[config.mk]
export PLATFORM = sky130hd
export DESIGN_NAME = cellrv32_bus_gateway_flat
export DESIGN_NICKNAME = d
export VERILOG_FILES = /design/src/rtl/cellrv32_bus_gateway_pkg.sv /design/src/rtl/cellrv32_bus_gateway_if.sv /design/src/rtl/cellrv32_bus_gateway.sv /design/src/flat_wrapper.sv
export SDC_FILE = /design/constraint.sdc
export NUM_CORES = 1
export LEC_CHECK = 0
export ABC_AREA = 1
export BUFFER_PORTS_ARGS = -buffer_cell sky130_fd_sc_hd__buf_2
export CAP_MARGIN = 20
export CORE_AREA = 2 2 125 127
export DETAILED_ROUTE_END_ITERATION = 16
export DIE_AREA = 0 0 127 129
export GPL_TIMING_DRIVEN = 1
export RECOVER_POWER = 50
export SYNTH_ARGS = -nofsm -noshare
export SYNTH_HDL_FRONTEND = slang
export SYNTH_SLANG_ARGS = --single-unit
[constraint.sdc]
create_clock -name clk_i -period 1.75 [get_ports clk_i]
set_input_delay 0 -clock clk_i [delete_from_list [all_inputs] [get_ports clk_i]]
set_output_delay 0 -clock clk_i [all_outputs]
set_load 0.1 [all_outputs]
[src/rtl/cellrv32_bus_gateway_pkg.sv]
// Shared types and helpers for the p_bus responder-side gateway.
package cellrv32_bus_gateway_pkg;

    typedef enum logic [1:0] {
        GW_IDLE,
        GW_BUSY,
        GW_ERR
    } gw_state_t;

    localparam logic [1:0] GW_REG_IMEM = 2'd0;
    localparam logic [1:0] GW_REG_DMEM = 2'd1;
    localparam logic [1:0] GW_REG_IO   = 2'd2;
    localparam logic [1:0] GW_REG_EXT  = 2'd3;

    // Region base must be aligned to its power-of-two size.
    function automatic logic gw_hit(input logic [31:0] addr, input logic [31:0] base,
                                    input int unsigned size);
        return (addr & ~(size - 32'd1)) == base;
    endfunction

endpackage

[src/rtl/cellrv32_bus_gateway_if.sv]
// Host-side and region-side signal bundle of the bus gateway.
interface cellrv32_bus_gateway_if;

    logic             h_priv;
    logic [31:0]      h_addr;
    logic [31:0]      h_wdata;
    logic [3:0]       h_ben;
    logic             h_we;
    logic             h_re;
    logic [31:0]      h_rdata;
    logic             h_ack;
    logic             h_err;

    logic             r_priv;
    logic [31:0]      r_addr;
    logic [31:0]      r_wdata;
    logic [3:0]       r_ben;
    logic [3:0]       r_we;
    logic [3:0]       r_re;
    logic [3:0][31:0] r_rdata;
    logic [3:0]       r_ack;
    logic [3:0]       r_err;

    modport slave (
        input  h_priv, h_addr, h_wdata, h_ben, h_we, h_re,
        output h_rdata, h_ack, h_err,
        output r_priv, r_addr, r_wdata, r_ben, r_we, r_re,
        input  r_rdata, r_ack, r_err
    );

    modport master (
        output h_priv, h_addr, h_wdata, h_ben, h_we, h_re,
        input  h_rdata, h_ack, h_err,
        input  r_priv, r_addr, r_wdata, r_ben, r_we, r_re,
        output r_rdata, r_ack, r_err
    );

endinterface

[src/rtl/cellrv32_bus_gateway.sv]
// Responder-side p_bus gateway: decodes one host access onto IMEM/DMEM/IO/EXT and
// returns exactly one ack or err (unmapped, read-only write and timeout end in err).
//
// state   | meaning
// --------+---------------------------------------------------------
// GW_IDLE | waiting for a host re/we pulse; legal access forwarded here
// GW_BUSY | access forwarded to region sel_q, awaiting ack/err/timeout
// GW_ERR  | illegal access, signal h_err for one cycle
module cellrv32_bus_gateway
    import cellrv32_bus_gateway_pkg::*;
#(
    parameter logic [31:0] IMEM_BASE = 32'h0000_0000,
    parameter int unsigned IMEM_SIZE = 16384,
    parameter bit          IMEM_RO   = 1'b1,
    parameter logic [31:0] DMEM_BASE = 32'h8000_0000,
    parameter int unsigned DMEM_SIZE = 8192,
    parameter logic [31:0] IO_BASE   = 32'hFFFF_FE00,
    parameter int unsigned IO_SIZE   = 512,
    parameter bit          EXT_EN    = 1'b1,
    parameter int unsigned TIMEOUT   = 15
) (
    input logic                   clk_i,
    input logic                   rstn_i,
    cellrv32_bus_gateway_if.slave bus
);

    localparam int                CNT_W    = $clog2(TIMEOUT + 1);
    localparam logic [CNT_W-1:0]  CNT_LAST = CNT_W'(TIMEOUT - 1);

    gw_state_t        state_q, state_d;
    logic [1:0]       sel_q, sel_d;
    logic [CNT_W-1:0] cnt_q, cnt_d;

    logic [1:0]       dec_sel;
    logic             dec_ok;
    logic             dec_illegal;

    assign bus.r_priv  = bus.h_priv;
    assign bus.r_addr  = bus.h_addr;
    assign bus.r_wdata = bus.h_wdata;
    assign bus.r_ben   = bus.h_ben;

    // Checked from highest to lowest index so the lowest matching region wins.
    always_comb begin
        dec_sel = GW_REG_EXT;
        dec_ok  = EXT_EN;
        if (gw_hit(bus.h_addr, IO_BASE, IO_SIZE)) begin
            dec_sel = GW_REG_IO;
            dec_ok  = 1'b1;
        end
        if (gw_hit(bus.h_addr, DMEM_BASE, DMEM_SIZE)) begin
            dec_sel = GW_REG_DMEM;
            dec_ok  = 1'b1;
        end
        if (gw_hit(bus.h_addr, IMEM_BASE, IMEM_SIZE)) begin
            dec_sel = GW_REG_IMEM;
            dec_ok  = 1'b1;
        end
        dec_illegal = !dec_ok || (bus.h_we && IMEM_RO && (dec_sel == GW_REG_IMEM));
    end

    always_comb begin
        state_d     = state_q;
        sel_d       = sel_q;
        cnt_d       = cnt_q;
        bus.h_ack   = 1'b0;
        bus.h_err   = 1'b0;
        bus.h_rdata = '0;
        bus.r_we    = '0;
        bus.r_re    = '0;
        case (state_q)
            GW_IDLE: begin
                if (bus.h_re || bus.h_we) begin
                    if (dec_illegal) begin
                        state_d = GW_ERR;
                    end else begin
                        sel_d   = dec_sel;
                        cnt_d   = '0;
                        state_d = GW_BUSY;
                        if (bus.h_we) bus.r_we[dec_sel] = 1'b1;
                        else          bus.r_re[dec_sel] = 1'b1;
                    end
                end
            end
            GW_BUSY: begin
                cnt_d = cnt_q + CNT_W'(1);
                if (bus.r_err[sel_q]) begin
                    bus.h_err = 1'b1;
                    state_d   = GW_IDLE;
                end else if (bus.r_ack[sel_q]) begin
                    bus.h_ack   = 1'b1;
                    bus.h_rdata = bus.r_rdata[sel_q];
                    state_d     = GW_IDLE;
                end else if (cnt_q == CNT_LAST) begin
                    bus.h_err = 1'b1;
                    state_d   = GW_IDLE;
                end
            end
            GW_ERR: begin
                bus.h_err = 1'b1;
                state_d   = GW_IDLE;
            end
            default: state_d = GW_IDLE;
        endcase
    end

    always_ff @(posedge clk_i or negedge rstn_i) begin
        if (!rstn_i) begin
            state_q <= GW_IDLE;
            sel_q   <= '0;
            cnt_q   <= '0;
        end else begin
            state_q <= state_d;
            sel_q   <= sel_d;
            cnt_q   <= cnt_d;
        end
    end

endmodule
[src/flat_wrapper.sv]
// flat-port wrapper written by rule: the top's interface ports become plain ports
module cellrv32_bus_gateway_flat import cellrv32_bus_gateway_pkg::*;
#(
    parameter logic [31:0] IMEM_BASE = 32'h0000_0000,
    parameter int unsigned IMEM_SIZE = 16384,
    parameter bit          IMEM_RO   = 1'b1,
    parameter logic [31:0] DMEM_BASE = 32'h8000_0000,
    parameter int unsigned DMEM_SIZE = 8192,
    parameter logic [31:0] IO_BASE   = 32'hFFFF_FE00,
    parameter int unsigned IO_SIZE   = 512,
    parameter bit          EXT_EN    = 1'b1,
    parameter int unsigned TIMEOUT   = 15
)
  (clk_i, rstn_i, bus_h_priv, bus_h_addr, bus_h_wdata, bus_h_ben, bus_h_we, bus_h_re, bus_h_rdata, bus_h_ack, bus_h_err, bus_r_priv, bus_r_addr, bus_r_wdata, bus_r_ben, bus_r_we, bus_r_re, bus_r_rdata, bus_r_ack, bus_r_err);
  cellrv32_bus_gateway_if bus_i ();
  input logic clk_i;
  input logic rstn_i;
  input wire logic [$bits(bus_i.h_priv)-1:0] bus_h_priv;
  input wire logic [$bits(bus_i.h_addr)-1:0] bus_h_addr;
  input wire logic [$bits(bus_i.h_wdata)-1:0] bus_h_wdata;
  input wire logic [$bits(bus_i.h_ben)-1:0] bus_h_ben;
  input wire logic [$bits(bus_i.h_we)-1:0] bus_h_we;
  input wire logic [$bits(bus_i.h_re)-1:0] bus_h_re;
  output wire logic [$bits(bus_i.h_rdata)-1:0] bus_h_rdata;
  output wire logic [$bits(bus_i.h_ack)-1:0] bus_h_ack;
  output wire logic [$bits(bus_i.h_err)-1:0] bus_h_err;
  output wire logic [$bits(bus_i.r_priv)-1:0] bus_r_priv;
  output wire logic [$bits(bus_i.r_addr)-1:0] bus_r_addr;
  output wire logic [$bits(bus_i.r_wdata)-1:0] bus_r_wdata;
  output wire logic [$bits(bus_i.r_ben)-1:0] bus_r_ben;
  output wire logic [$bits(bus_i.r_we)-1:0] bus_r_we;
  output wire logic [$bits(bus_i.r_re)-1:0] bus_r_re;
  input wire logic [$bits(bus_i.r_rdata)-1:0] bus_r_rdata;
  input wire logic [$bits(bus_i.r_ack)-1:0] bus_r_ack;
  input wire logic [$bits(bus_i.r_err)-1:0] bus_r_err;
  assign bus_i.h_priv = bus_h_priv;
  assign bus_i.h_addr = bus_h_addr;
  assign bus_i.h_wdata = bus_h_wdata;
  assign bus_i.h_ben = bus_h_ben;
  assign bus_i.h_we = bus_h_we;
  assign bus_i.h_re = bus_h_re;
  assign bus_h_rdata = bus_i.h_rdata;
  assign bus_h_ack = bus_i.h_ack;
  assign bus_h_err = bus_i.h_err;
  assign bus_r_priv = bus_i.r_priv;
  assign bus_r_addr = bus_i.r_addr;
  assign bus_r_wdata = bus_i.r_wdata;
  assign bus_r_ben = bus_i.r_ben;
  assign bus_r_we = bus_i.r_we;
  assign bus_r_re = bus_i.r_re;
  assign bus_i.r_rdata = bus_r_rdata;
  assign bus_i.r_ack = bus_r_ack;
  assign bus_i.r_err = bus_r_err;
  cellrv32_bus_gateway #(.IMEM_BASE(IMEM_BASE), .IMEM_SIZE(IMEM_SIZE), .IMEM_RO(IMEM_RO), .DMEM_BASE(DMEM_BASE), .DMEM_SIZE(DMEM_SIZE), .IO_BASE(IO_BASE), .IO_SIZE(IO_SIZE), .EXT_EN(EXT_EN), .TIMEOUT(TIMEOUT)) u_core (.clk_i(clk_i), .rstn_i(rstn_i), .bus(bus_i));
endmodule
# Yosys cells after proc, flatten, opt, wreduce, memory -nomap -nowiden
# Cells that the tools add are included.
# totals
regBits	8
in_bits	209
output_inout_bits	111
elab_cells	64
# classes
add_sub_neg	1
magnitude_cmp	3
n_eq_ne	8
mux	38
n_bitwise	1
reduce_logical	10
# op_table
operator	n
$mux W32	4
$bmux W32 S2	1
$mux W4	10
$logic_not A32 Y1	1
$eq A23 B23 Y1 const B	1
$eq A19 B19 Y1 const B	1
$mux W2	7
$mux W1	10
$pmux W4 S2	1
$lt A2 B3 Y1 const B	2
$reduce_and A3 Y1	2
$add A4 B1 Y4 const B	1
$bmux W1 S2	2
$eq A4 B4 Y1 const B	1
$logic_not A2 Y1	2
$ne A4 B1 Y1 const B	1
$pmux W2 S2	1
$demux W1 S2	1
$eq A2 B1 Y1 const B	1
$eq A2 B2 Y1 const B	1
$ge A2 B1 Y1 const B	1
$logic_and A1 B1 Y1	2
$ne A2 B1 Y1 const B	1
$ne A2 B2 Y1 const B	1
5 further kinds	5

# Longest topological paths before layout
# depth
depth_word	12
depth_mapped	10
ltp_nobuf	8

# Least setup slack after synthesis
# Ideal clock, no wire load.
# synth_path
path_kind	register -> output
start	register u_core.sel_q[0]
end	output bus_h_rdata[0]
arrival_ns	2.472
path_slack_ns	-0.722
path_stages_with_launch	8
cell_sequence	dfrtp_1 > buf_4 > inv_4 > buf_6 > nand2_1 > nand3_1 > nand4_4 > a21oi_1
# synth_via
elab_chain_len	5
# synth_rtl
item	line	source
start: declaration	cellrv32_bus_gateway.sv:31	logic [1:0] sel_q, sel_d;
start signal: assignment	cellrv32_bus_gateway.sv:114	sel_q <= sel_d;
$bmux W32 S2 / $bmux W1 S2 (equally long branches)	cellrv32_bus_gateway.sv:92, cellrv32_bus_gateway.sv:90	
$mux W32 (implied by the code) / $mux W1 (equally long branches)	cellrv32_bus_gateway.sv:92, cellrv32_bus_gateway.sv:90	
$mux W32	cellrv32_bus_gateway.sv:90	end else if (bus.r_ack[sel_q]) begin
$mux W32 (*)	cellrv32_bus_gateway.sv:87	if (bus.r_err[sel_q]) begin
$mux W32 (*)	cellrv32_bus_gateway.sv:71	case (state_q)
end: declaration	flat_wrapper.sv:24	output wire logic [$bits(bus_i.h_rdata)-1:0] bus_h_rdata;
# Mark *: on every way between the ends. The rest lies on a longest branch, timed or not. The select of a mux whose other input is x is not followed.

# Worst setup path after layout
# layout_path
start	register u_core.sel_q[0]
end	output bus_h_rdata[23]
# The elaborated chain is that of the path after synthesis.

==> summary.md <==
| Metric | Value |
|---|---|
| Status | finished, violations left |
| Failing checks | setup timing |
| Initial Utilization | 0.170 |
| Critical path fanouts, max | 6 |
| DRC viols | 0 |
| Die Y | 129 um |
| Area Growth Syn to Fin | 86.5% |
| Sink Count | 8 |
| Drt first pass iters | 4 |
| Placer Congestion | between 0.7 and 0.8 |
| H-tree Lvls | 1 |
| Seq cells post-synth | 8 |
| Synth area leader | nor2_1 |
| RSZ-0062 raised after global routing | true |
| DP Area | ~0.0042 mm^2 |
| Critical path type | reg2out |
| Net Sw Frac | 0.596 |
| Max-cap violations | 0 |
| Hold_ws | 0.0000385 ns |
| Final Cycle Share | 1.04 |
| Least-Margin Pin Slew | 0.536 ns |
| Final WL | approximately 12000 um |
| Syn Inst Count | about 460 |
| Final hold violations | 0 |
| VDD IR-drop max | around 0.00065 V |
| Logic pwr share | 0.912 |
| Core area | 0.0150 mm^2 |
| Setup WS post-layout | -0.0721 ns |
| Share of the synthesized area in the top cell type | 0.240 |
| Number of cell rows | 45 |
| Clock power share | 0.048 |
| Worst Setup Start Kind | flip-flop |
| Commonest non-fill, non-tap cell in the layout | buf_2 |
| Clk buf depth | 2 |
| Max Transition Viols Final | 0 |
| Synth Area per Inst | between 5 and 6 um^2 |
| Critical path arrival | 1.82 ns |
| CP Data Required Time | roughly 1.8 ns |
| Power per cell area | roughly 1800 mW/mm^2 |
| Via density per instance | 4.26 |
| Worst slew margin | 0.639 |
| Finish-stage setup viols | 32 |
| Initial antenna violation count | 0 |
| Number of buffers created by CTS | 3 |
| Yosys cell types | 25 |
| Number of buffers added on ports | ~230 |
| Initial DRC Count | 141 |
| Hold Path Class | in2out |
| Routed Antenna Nets | 0 |
| Most frequent cells in the layout | buf_2, nor2_1, buf_12 |
| Num ports | 320 |
| Fin area | ~0.0047 mm^2 |
| Cell area after synthesis | between 0.002 and 0.003 mm^2 |
| First-pass GRT wire length | 16900 um |
| Total number of vias | around 3400 |
| Chip Width | 127 um |
| Syn nets | 670 |
| Clk_skew | 0.00257 ns |
| Sequential area share after synthesis | 0.0786 |
| CTS root buf | clkbuf_16 |
| Synth warnings | 0 |
| GR Util All Layers | 0.132 |
| Top post-synthesis cells by area | nor2_1, buf_4, o21ai_0 |
| Net load switching power | 0.00502 W |
| Inserted Diodes | 0 |
| Grt total ovfl | 0 |
| Worst Setup End Kind | primary output |
| Detail Placement HPWL | slightly above 9000 um |
| Layout net count | ~840 |
| Die area | 0.0164 mm^2 |
| Vias in the first global route | 3154 |
| Register share of total power | 0.041 |
| FILL cells | about 1700 |
| Drt wl/cell | roughly 15 um |
| Layout cells sized above 1 | 0.506 |
| Int Power | between 0.003 and 0.004 W |
| TritonCTS clock tree | done |
| Largest net degree at the start of global routing | 29 |
| Skew-Pair Late Insertion Delay | 0.24 ns |
| Fmax | 549 MHz |
| Leak Pwr | between 2 and 2.5 nW |
| Min Tclk post-route | ~1.8 ns |
| Clk slew on worst S/H paths | roughly 0.040 ns |
[stage by stage]
step	util	worst slack [ns]	std cells	setup TNS [ns]	power, W
detailed placement	0.282	0.110	789	0	0.00705
global placement	0.282	0.137	789	0	0.00704
CTS	0.314	-0.0916	808	-1.77	0.00841
floorplan	-	-0.332	456	-5.22	0.00543
finish	0.317	-0.0721	809	-1.51	0.00842
global route	0.317	-0.144	809	-3.76	0.00893
[critical path, cell delays in order, from the launching register on]
cell and delay [ns]:
dfrtp_2 0.45, buf_12 0.16, nand2_4 0.05, nand3_2 0.05, nand2_2 0.10, nand4_4 0.10
buf_12 0.17, buf_12 0.15, a21oi_4 0.15, buf_12 0.19
[path summary, 6_finish.rpt]
| check | start | to | slack (ns) | depth (start not counted) |
|---|---|---|---|---|
| worst min register to register | u_core.state_q[0] | u_core.state_q[0] | 0.52 | 2 |
| min in group asynchronous | rstn_i | u_core.state_q[0] | 0.14 | 2 |
| max in group asynchronous | rstn_i | u_core.sel_q[0] | 1.41 | 2 |
| worst max register to register | u_core.state_q[1] | u_core.cnt_q[0] | 0.21 | 8 |
| worst min-delay path | bus_h_wdata[27] | bus_r_wdata[27] | 0.00004 | 0 |
| worst max-delay path | u_core.sel_q[0] | bus_h_rdata[23] | -0.07 | 9 |
[cells in the mapped netlist]
cell and n:
nor3_1 2, nor2_1 163, buf_6 4, nand3b_1 2, a21oi_1 4, inv_1 10
inv_4 1, nand4_4 1, xor2_1 1, a21oi_2 29, and3_1 1, nand2_2 1
nand3_1 19, buf_2 8, nand4_1 5, buf_4 71, nand2_1 40, dfrtp_1 8
conb_1 1, ha_1 5, xnor2_1 1, inv_2 1, buf_1 5, o21ai_0 66
clkbuf_1 7
[cell type report]
class | instances | area, um^2 | area share
inverters | 12 | 60.1 | 0.0126
flip-flops and latches | 8 | 203 | 0.0427
repair buffers | 256 | 2220 | 0.467
clock buffers | 4 | 78.8 | 0.0166
well taps | 188 | 235 | 0.0495
multi-input cells | 341 | 1960 | 0.412
[sequential cells by signal, indices dropped and copies added, names as in the netlist]
register / count
u_core.sel_q: 2
u_core.state_q: 2
u_core.cnt_q: 4
[cells by family (layout without fill, tap and decap cells)]
logic type	count (synthesis)	count (layout)	synth area share
adders and majority gates	5	5	0.0246
xor gates and xnor gates	2	2	0.00688
DFF	8	8	0.0786
other	1	1	0.00147
buffers and inverters	107	272	0.279
and+or+nand+nor	234	234	0.372
AOI/OAI and AO/OA	99	99	0.237
[layer usage]
metal | vias up | GRT usage | routed length [um]
li1 | 1739 | - | -
met1 | 1505 | 0.165 | 4920
met2 | 188 | 0.234 | 5730
met3 | 15 | 0.0304 | 1060
met4 | 0 | 0.0239 | 108
met5 | - | 0 | 0
[power groups by stage]
stage               Clock [W]  Sequential (W)  Combinational (W)
CTS                  0.000411        0.000343            0.00765
detailed placement          0        0.000332            0.00672
global route         0.000417        0.000356            0.00815
floorplan                   0        0.000290            0.00514
finish               0.000402        0.000343            0.00768
global placement            0        0.000328            0.00672
[repair_timing]
action,in CTS,in global routing
pin swaps,8,2
gates cloned,5,1
endpoints found under the setup margin,33,36
setup buffers,9,0
endpoints found under the hold margin,8,0
hold buffers,1,0
gates resized for setup,47,16
Power figures use the tool's default switching activity.
